File: src/rtl/io_pinmux_pkg.sv
// io_pinmux_pkg: register map, function-select type and byte-strobe helper
// shared by the pad function controller.
package io_pinmux_pkg;

    localparam int FSEL_W = 2;

    typedef logic [FSEL_W-1:0] fsel_t;

    localparam fsel_t FUNC_GPIO = 2'd0;

    localparam logic [7:0] OFF_GPIO_OUT = 8'h00;
    localparam logic [7:0] OFF_GPIO_OE  = 8'h04;
    localparam logic [7:0] OFF_GPIO_IN  = 8'h08;
    localparam logic [7:0] OFF_FSEL     = 8'h0C;
    localparam logic [7:0] OFF_RISE_EN  = 8'h10;
    localparam logic [7:0] OFF_FALL_EN  = 8'h14;
    localparam logic [7:0] OFF_IRQ_PEND = 8'h18;

    function automatic logic [31:0] strb_mask(input logic [3:0] strb);
        return {{8{strb[3]}}, {8{strb[2]}}, {8{strb[1]}}, {8{strb[0]}}};
    endfunction

endpackage

File: src/rtl/io_pinmux_if.sv
// io_pinmux_if: native memory bus between the core and the pinmux registers.
// The slave acknowledges each request with a one-cycle ready pulse.
interface io_pinmux_if;

    logic        mem_valid;
    logic [7:0]  mem_addr;
    logic [31:0] mem_wdata;
    logic [3:0]  mem_wstrb;
    logic        mem_ready;
    logic [31:0] mem_rdata;

    modport master (
        output mem_valid, mem_addr, mem_wdata, mem_wstrb,
        input  mem_ready, mem_rdata
    );

    modport slave (
        input  mem_valid, mem_addr, mem_wdata, mem_wstrb,
        output mem_ready, mem_rdata
    );

endinterface

File: src/rtl/io_pad_sync.sv
// io_pad_sync: three-flop synchroniser for pad inputs with edge pulses
// derived from the last two synchronised stages.
module io_pad_sync
    import io_pinmux_pkg::*;
#(
    parameter int W = 16
) (
    input  logic         clk_i,
    input  logic         rst_i,
    input  logic [W-1:0] d_i,
    output logic [W-1:0] q_o,
    output logic [W-1:0] rise_o,
    output logic [W-1:0] fall_o
);

    logic [W-1:0] s1_q;
    logic [W-1:0] s2_q;
    logic [W-1:0] s3_q;

    always_ff @(posedge clk_i) begin
        if (rst_i) begin
            s1_q <= '0;
            s2_q <= '0;
            s3_q <= '0;
        end else begin
            s1_q <= d_i;
            s2_q <= s1_q;
            s3_q <= s2_q;
        end
    end

    assign q_o    = s2_q;
    assign rise_o = s2_q & ~s3_q;
    assign fall_o = ~s2_q & s3_q;

endmodule

File: src/rtl/io_pinmux_ctrl.sv
// io_pinmux_ctrl: pad function controller with GPIO registers, per-pad
// function mux towards the pad ring and edge interrupts.
module io_pinmux_ctrl
    import io_pinmux_pkg::*;
#(
    parameter int   NUM_PAD  = 16,
    parameter int   NUM_FUNC = 4,
    parameter logic IDLE_VAL = 1'b1
) (
    input  logic                            clk_i,
    input  logic                            rst_i,
    io_pinmux_if.slave                      mem,
    output logic [NUM_PAD-1:0]              pad_c2p_o,
    output logic [NUM_PAD-1:0]              pad_c2p_en_o,
    input  logic [NUM_PAD-1:0]              pad_p2c_i,
    input  logic [(NUM_FUNC-1)*NUM_PAD-1:0] per_c2p_i,
    input  logic [(NUM_FUNC-1)*NUM_PAD-1:0] per_oe_i,
    output logic [(NUM_FUNC-1)*NUM_PAD-1:0] per_p2c_o,
    output logic                            irq_o
);

    localparam logic [31:0] PAD_MASK =
        32'((64'd1 << NUM_PAD) - 64'd1);
    localparam logic [31:0] FSEL_MASK =
        32'((64'd1 << (FSEL_W * NUM_PAD)) - 64'd1);

    logic        ack_q;
    logic [31:0] rdata_q, rdata_d;
    logic [31:0] gpio_out_q, gpio_out_d;
    logic [31:0] gpio_oe_q, gpio_oe_d;
    logic [31:0] fsel_q, fsel_d;
    logic [31:0] rise_en_q, rise_en_d;
    logic [31:0] fall_en_q, fall_en_d;
    logic [31:0] pend_q, pend_d;
    logic [31:0] pend_clr;
    logic        irq_q;

    logic               req;
    logic               wr;
    logic [7:0]         off;
    logic [31:0]        wmask;
    logic [31:0]        wbits;
    logic [NUM_PAD-1:0] sync_in;
    logic [NUM_PAD-1:0] rise;
    logic [NUM_PAD-1:0] fall;
    logic               unused_addr;

    io_pad_sync #(.W(NUM_PAD)) u_sync (
        .clk_i  (clk_i),
        .rst_i  (rst_i),
        .d_i    (pad_p2c_i),
        .q_o    (sync_in),
        .rise_o (rise),
        .fall_o (fall)
    );

    // A request seen during the ack cycle is only accepted one cycle later.
    assign req   = mem.mem_valid & ~ack_q;
    assign wr    = req & (|mem.mem_wstrb);
    assign off   = {mem.mem_addr[7:2], 2'b00};
    assign wmask = strb_mask(mem.mem_wstrb);
    assign wbits = mem.mem_wdata & wmask;

    assign unused_addr = ^mem.mem_addr[1:0];

    always_comb begin
        gpio_out_d = gpio_out_q;
        gpio_oe_d  = gpio_oe_q;
        fsel_d     = fsel_q;
        rise_en_d  = rise_en_q;
        fall_en_d  = fall_en_q;
        pend_clr   = '0;
        if (wr) begin
            unique case (off)
                OFF_GPIO_OUT: gpio_out_d = ((gpio_out_q & ~wmask) | wbits) & PAD_MASK;
                OFF_GPIO_OE:  gpio_oe_d  = ((gpio_oe_q & ~wmask) | wbits) & PAD_MASK;
                OFF_FSEL:     fsel_d     = ((fsel_q & ~wmask) | wbits) & FSEL_MASK;
                OFF_RISE_EN:  rise_en_d  = ((rise_en_q & ~wmask) | wbits) & PAD_MASK;
                OFF_FALL_EN:  fall_en_d  = ((fall_en_q & ~wmask) | wbits) & PAD_MASK;
                OFF_IRQ_PEND: pend_clr   = wbits;
                default: ;
            endcase
        end
        // Set terms are OR-ed after the clear so a fresh edge survives W1C.
        pend_d = ((pend_q & ~pend_clr)
                 | 32'((rise & rise_en_q[NUM_PAD-1:0])
                 | (fall & fall_en_q[NUM_PAD-1:0]))) & PAD_MASK;
    end

    always_comb begin
        rdata_d = '0;
        unique case (off)
            OFF_GPIO_OUT: rdata_d = gpio_out_q;
            OFF_GPIO_OE:  rdata_d = gpio_oe_q;
            OFF_GPIO_IN:  rdata_d = 32'(sync_in);
            OFF_FSEL:     rdata_d = fsel_q;
            OFF_RISE_EN:  rdata_d = rise_en_q;
            OFF_FALL_EN:  rdata_d = fall_en_q;
            OFF_IRQ_PEND: rdata_d = pend_q;
            default: ;
        endcase
    end

    always_ff @(posedge clk_i) begin
        if (rst_i) begin
            ack_q      <= 1'b0;
            rdata_q    <= '0;
            gpio_out_q <= '0;
            gpio_oe_q  <= '0;
            fsel_q     <= '0;
            rise_en_q  <= '0;
            fall_en_q  <= '0;
            pend_q     <= '0;
            irq_q      <= 1'b0;
        end else begin
            ack_q      <= req;
            rdata_q    <= req ? rdata_d : '0;
            gpio_out_q <= gpio_out_d;
            gpio_oe_q  <= gpio_oe_d;
            fsel_q     <= fsel_d;
            rise_en_q  <= rise_en_d;
            fall_en_q  <= fall_en_d;
            pend_q     <= pend_d;
            irq_q      <= |pend_q;
        end
    end

    assign mem.mem_ready = ack_q;
    assign mem.mem_rdata = rdata_q;
    assign irq_o         = irq_q;

    for (genvar p = 0; p < NUM_PAD; p++) begin : g_pad
        fsel_t sel;
        logic  c2p;
        logic  en;

        assign sel = fsel_q[FSEL_W*p +: FSEL_W];

        always_comb begin
            c2p = 1'b0;
            en  = 1'b0;
            if (sel == FUNC_GPIO) begin
                c2p = gpio_out_q[p];
                en  = gpio_oe_q[p];
            end
            for (int k = 1; k < NUM_FUNC; k++) begin
                if (sel == FSEL_W'(k)) begin
                    c2p = per_c2p_i[(k-1)*NUM_PAD+p];
                    en  = per_oe_i[(k-1)*NUM_PAD+p];
                end
            end
        end

        assign pad_c2p_o[p]    = c2p;
        assign pad_c2p_en_o[p] = en;

        for (genvar k = 1; k < NUM_FUNC; k++) begin : g_fn
            assign per_p2c_o[(k-1)*NUM_PAD+p] =
                (sel == FSEL_W'(k)) ? pad_p2c_i[p] : IDLE_VAL;
        end
    end

endmodule

File: src/flat_wrapper.sv
// flat-port wrapper written by rule: the top's interface ports become plain ports
module io_pinmux_ctrl_flat import io_pinmux_pkg::*;
#(
    parameter int   NUM_PAD  = 16,
    parameter int   NUM_FUNC = 4,
    parameter logic IDLE_VAL = 1'b1
)
  (clk_i, rst_i, pad_c2p_o, pad_c2p_en_o, pad_p2c_i, per_c2p_i, per_oe_i, per_p2c_o, irq_o, mem_mem_valid, mem_mem_addr, mem_mem_wdata, mem_mem_wstrb, mem_mem_ready, mem_mem_rdata);
  io_pinmux_if mem_i ();
  input  logic clk_i;
  input  logic rst_i;
  output logic [NUM_PAD-1:0] pad_c2p_o;
  output logic [NUM_PAD-1:0] pad_c2p_en_o;
  input  logic [NUM_PAD-1:0] pad_p2c_i;
  input  logic [(NUM_FUNC-1)*NUM_PAD-1:0] per_c2p_i;
  input  logic [(NUM_FUNC-1)*NUM_PAD-1:0] per_oe_i;
  output logic [(NUM_FUNC-1)*NUM_PAD-1:0] per_p2c_o;
  output logic irq_o;
  input wire logic [$bits(mem_i.mem_valid)-1:0] mem_mem_valid;
  input wire logic [$bits(mem_i.mem_addr)-1:0] mem_mem_addr;
  input wire logic [$bits(mem_i.mem_wdata)-1:0] mem_mem_wdata;
  input wire logic [$bits(mem_i.mem_wstrb)-1:0] mem_mem_wstrb;
  output wire logic [$bits(mem_i.mem_ready)-1:0] mem_mem_ready;
  output wire logic [$bits(mem_i.mem_rdata)-1:0] mem_mem_rdata;
  assign mem_i.mem_valid = mem_mem_valid;
  assign mem_i.mem_addr = mem_mem_addr;
  assign mem_i.mem_wdata = mem_mem_wdata;
  assign mem_i.mem_wstrb = mem_mem_wstrb;
  assign mem_mem_ready = mem_i.mem_ready;
  assign mem_mem_rdata = mem_i.mem_rdata;
  io_pinmux_ctrl #(.NUM_PAD(NUM_PAD), .NUM_FUNC(NUM_FUNC), .IDLE_VAL(IDLE_VAL)) u_core (.clk_i(clk_i), .rst_i(rst_i), .mem(mem_i), .pad_c2p_o(pad_c2p_o), .pad_c2p_en_o(pad_c2p_en_o), .pad_p2c_i(pad_p2c_i), .per_c2p_i(per_c2p_i), .per_oe_i(per_oe_i), .per_p2c_o(per_p2c_o), .irq_o(irq_o));
endmodule
File: config.mk
export PLATFORM = sky130hd
export DESIGN_NAME = io_pinmux_ctrl_flat
export DESIGN_NICKNAME = d
export VERILOG_FILES = /design/src/rtl/io_pinmux_pkg.sv /design/src/rtl/io_pinmux_if.sv /design/src/rtl/io_pad_sync.sv /design/src/rtl/io_pinmux_ctrl.sv /design/src/flat_wrapper.sv
export SDC_FILE = /design/constraint.sdc
export NUM_CORES = 1
export LEC_CHECK = 0
export CAP_MARGIN = 20
export CORE_UTILIZATION = 35
export CTS_CLUSTER_SIZE = 8
export DETAILED_ROUTE_END_ITERATION = 16
export GPL_TIMING_DRIVEN = 0
export PLACE_DENSITY = 0.65
export SLEW_MARGIN = 15
export SYNTH_ARGS = -nofsm -noshare
export SYNTH_HDL_FRONTEND = slang
export SYNTH_SLANG_ARGS = --single-unit
File: constraint.sdc
create_clock -name clk_i -period 1.9 [get_ports clk_i]
set_input_delay 0.38 -clock clk_i [delete_from_list [all_inputs] [get_ports clk_i]]
set_output_delay 0.38 -clock clk_i [all_outputs]
set_load 0.02 [all_outputs]
Yosys cells after proc, flatten, opt, wreduce, memory -nomap -nowiden --
Cells that the tools add are included.
Cells by class: equality and inequality tests 54, reduce and logical (&&, ||, !) cells 25, add/subtract/negate cells 0, order comparisons 0, muxes and demuxes 179, shift operators 0, bitwise operators 26, div/mod/pow operators 0, multiply operators 0
Operator list (number):
- 32-bit one-hot mux with 7 select lines | 1
- 1-bit two-way mux | 176
- 16-bit AND | 9
- 16-bit OR | 6
- 32-bit AND | 2
- 2-bit equality test, second input constant | 32
- 16-bit NOT | 3
- 2-bit by 1-bit equality test with 1-bit output, second input constant | 16
- 2-bit zero test | 16
- 16-bit two-way mux | 2
- 32-bit NOT | 1
- 32-bit OR | 1
- 32-bit OR reduction | 1
- 6-bit by 3-bit equality test with 1-bit output, second input constant | 3
- 6-bit by 2-bit equality test with 1-bit output, second input constant | 2
- 2-bit AND reduction | 5
- 8-bit zero test | 1
- 6-bit by 1-bit equality test with 1-bit output, second input constant | 1
- 4-bit OR reduction | 1
- 1-bit AND | 2
- 1-bit NOT | 2
- 2-bit OR reduction | 1
Storage, ports and cells: memories kept 0, bits in writable memories 0, bits in read-only memories 0, bits in latches 0, bits in registers 194, input port bits 159, output and inout bits 114, word-level logic and storage cells 296

Longest topological paths before layout --
Gate-level depths: netlist (run 1).
word-level depth 7, mapped depth 7, depth with buffers taken out 4

By module --
A second synthesis (run 1) with hierarchy kept.
Second synthesis, totals: cell total of the unflattened synthesis 826, area total of the unflattened synthesis 8958.6 um^2
Modules (own cells, without submodules):
- io_pinmux_ctrl | cells each 693, area an instance 7453.4 um^2, sequential area each 2922.8 um^2, times used 1
- io_pad_sync | cells each 133, area an instance 1505.2 um^2, sequential area each 960.9 um^2, times used 1

Least setup slack after synthesis (run 1) --
No wires, ideal clock.
path type in2reg, from input port mem_mem_addr[3], to register u_core.rdata_q[9], in the netlist u_core.mem.mem_rdata[9], setup slack 231 ps, buffers on the path 2, stages 5, required time 1773 ps, arrival 1543 ps, setup time 127 ps, cell sequence buf_2 > buf_2 > mux4_2 > a22oi_1 > nor2_1
Between the ends: word-level cells in the longest chain between the ends 2, elaborated cells between the ends (all ways) 8, those cells by class 6 x eq/ne; 1 x mux; 1 x reduce/logical
Ends and longest elaborated chain:
- from (decl) | line flat_wrapper.sv:20 | input wire logic [$bits(mem_i.mem_addr)-1:0] mem_mem_addr;
- 6-bit by 3-bit equality test with 1-bit output, or another cell as far along | line io_pinmux_ctrl.sv:92 | unique case (off)
- 32-bit one-hot mux with 7 select lines (*) | line io_pinmux_ctrl.sv:92
- to (signal assigned) | line io_pinmux_ctrl.sv:117 | rdata_q <= req ? rdata_d : '0;
- to (decl) | line io_pinmux_ctrl.sv:28 | logic [31:0] rdata_q, rdata_d;
Every way passes the cells marked *; elsewhere a longest branch is shown, timed or not. A chain may end at the register's enable or synchronous reset.

==> results of run 1 <==
area by class of cell:
cell class              instances  area share
multi-input cells             624       0.352
flip-flops and latches        194       0.314
repair buffers                300       0.231
clock buffers                  17      0.0335
well taps                     324      0.0320
plain buffers                  48      0.0195
clock inverters                15      0.0126
inverters                      16     0.00474
layout by cell type, fill, tap and decap left out, drive strengths merged, types with 17 or more instances in the layout:
master,netlist,routed
nand2,159,159
inv,16,24
dlygate4sd2,0,24
clkdlybuf4s50,0,181
o21ai,17,17
buf,60,120
or3b,27,27
mux4,42,42
nor2,87,87
mux2i,57,57
nor2b,35,35
clkbuf,26,37
dfxtp,194,194
and2,18,18
a21oi,74,74
metal layers:
layer	routed length (um)	up-vias	track usage
met2	15200	415	0.403
met5	27	-	0
met1	13000	3863	0.322
met4	581	4	0.0675
met3	2910	38	0.0715
li1	-	3749	-
report_power, final:
| part | switching [W] | internal [W] |
|---|---|---|
| combinational | 0.000354 | 0.000396 |
| clock | 0.00181 | 0.00176 |
| sequential | 0.0000309 | 0.00407 |
| total | 0.00220 | 0.00623 |
worst register-to-register path, stage by stage (launching register included):
cell and delay [ns]:
dfxtp_1 0.33, and3b_1 0.20, buf_2 0.25, buf_2 0.33
nand3_2 0.26, nand2_1 0.15, a21oi_1 0.07
cell families after synthesis:
group | share of synthesized area
compound gates | 0.0961
buf+inv | 0.0634
flops | 0.442
mux | 0.180
simple gates | 0.218
repair_timing:
action | CTS | global route
setup buffers | 31 | 3
hold endpoints to repair | 0 | 0
hold buffers | 0 | 0
setup endpoints to repair | 198 | 148
cloned | 0 | 0
resized for setup | 433 | 25
pin swaps | 1 | 3
metrics by stage:
step	TNS, ns	total power, W
after floorplan	0	0.00446
after global placement	-93.60	0.00496
after detailed placement	-96.62	0.00496
after CTS	-0.865	0.00844
after global routing	-1.97	0.00869
final	-0.740	0.00843
final timing paths:
path,from,endpoint,slack (ns),depth (start not counted)
setup reg to reg,u_core.mem.mem_ready$_SDFF_PP0_,register,0.17,6
hold / removal,pad_p2c_i[8],u_core.u_sync.s1_q[8]$_SDFF_PP0_,0.26,2
hold reg to reg,u_core.u_sync.s1_q[13]$_SDFF_PP0_,u_core.u_sync.q_o[13]$_SDFF_PP0_,0.44,1
setup / recovery,register,pad_c2p_en_o[6],-0.09,3
==> results_dict.tcl, run 1 <==
set metrics [dict create \
    path_cells "buf_6, mux4_2, buf_6" \
    cpLargestDelayFamily "multiplexers" \
    die_x_um 160 \
    multi_input_area_um2 4460 \
    synth_ff_type "dfxtp_1" \
    dp.cells 1511 \
    ys_top_cells_by_count "dfxtp_1, nand2_1, nor2_1" \
    synthArstFlopShare 0 \
    clkLatencyLatePin_ns 0.44 \
    final_cell_count_no_fill 1538 \
    cts_tree "yes" \
    grt.overflow.total 0 \
    place_ws_ns -0.663 \
    dp_hpwl_um 23800 \
    drt_iter0_drc 637 \
    slew_headroom 0.456 \
    synth.most_common_cell "dfxtp_1" \
    netlist.area_leader.share 0.442 \
    endpoint_kind "primary output" \
    core-area_um2 24500 \
    violations "setup timing" \
    ys_warn_count 0 \
    syn_to_final_growth_pct 44.4 \
    synth_nets 1079 \
    drtAntennaViolNets 0 \
    whs_ns 0.259 \
    fmax_ghz 0.502 \
    drive_above_1_share 0.234 \
    via_count 8069 \
    grt_pass1_vias 7894 \
    track_usage 0.249 \
    cellLeakagePower_nw 4.83 \
    fin_ws_ns -0.0939 \
    io_buffers 267 \
    cts.sinks 194 \
    cts_buffers 17 \
    hp-class "primary input to register" \
    syn_avg_cell_area_um2 9.54 \
    wl_per_cell_um 20.6 \
    cp.arrival_ns 1.61 \
    mappedNetlistArea_um2 8780 \
    powerDensity_nw_per_um2 665 \
    fin_util 0.518 \
    drt-total-wl_um 31700 \
    period_needed_ns 1.99 \
    die_area_um2 25700 \
    antennaDiodeCount 0 \
    finalNetCount 1360 \
    crit_path_frequent_cell "buf_6" \
    ios 273 \
    viasPerCell 5.25 \
    synth_edf_count 0 \
    worst_pin_slew_ns 0.817 \
    cts_max_path_buffers 2 \
    fillCellCount 2239 \
    place.gp.congestion 0.900 \
    setup_violations 19 \
    fin_skew_ns 0.00914 \
    finalMaxSlewViolations 0 \
    rsz0062_at_grt "true" \
    stdcell_area_um2 12700 \
    yosysUniqueCellTypes 39 \
    num_rows 57 \
    seqCellArea_um2 3990 \
    drc 0 \
    peakVddDrop_uv 678 \
    synth_cells 920 \
    root_buffer "clkbuf_16" \
    synth.area.top_cells "dfxtp_1, mux4_2, nand2_1" \
    clk_pin_slew_ns 0.08 \
    cap_violations 0 \
    outcome "finished with violations" \
    cp_num_buf_inv 2 \
    hold_violations 0 \
    worstSetupPathType "register to primary output" \
    grt_pass1_wl_um 47700 \
    first_pass_iters 8 \
    grt_max_degree 21 \
    cp_max_fo 4 \
    period_share 1.05 \
    antenna_found_initial 2 \
    yosys.area.top_type "dfxtp_1" \
    die_h_um 160 \
    crit_path_max_incr_delay_ns 0.50 \
    dpl_cell_area_um2 11900 \
    critPathRequiredTime_ns 1.52 \
    start_util 0.359 \
    cpMaxStageDelayCell "mux4_2" \
    start_kind "register" \
    htreeDepth 4 \
    seq_area_frac_synth 0.442 \
    synth_seq_cells 194 \
]
No activity file was read; power rests on OpenSTA's default activity.
==> run 2, diff against run 1 <==
Settings changed: CAP_MARGIN 20 to 0.
==> results of run 2 <==
Same layout as run 1: the final DEF is identical, and so are final timing and power.
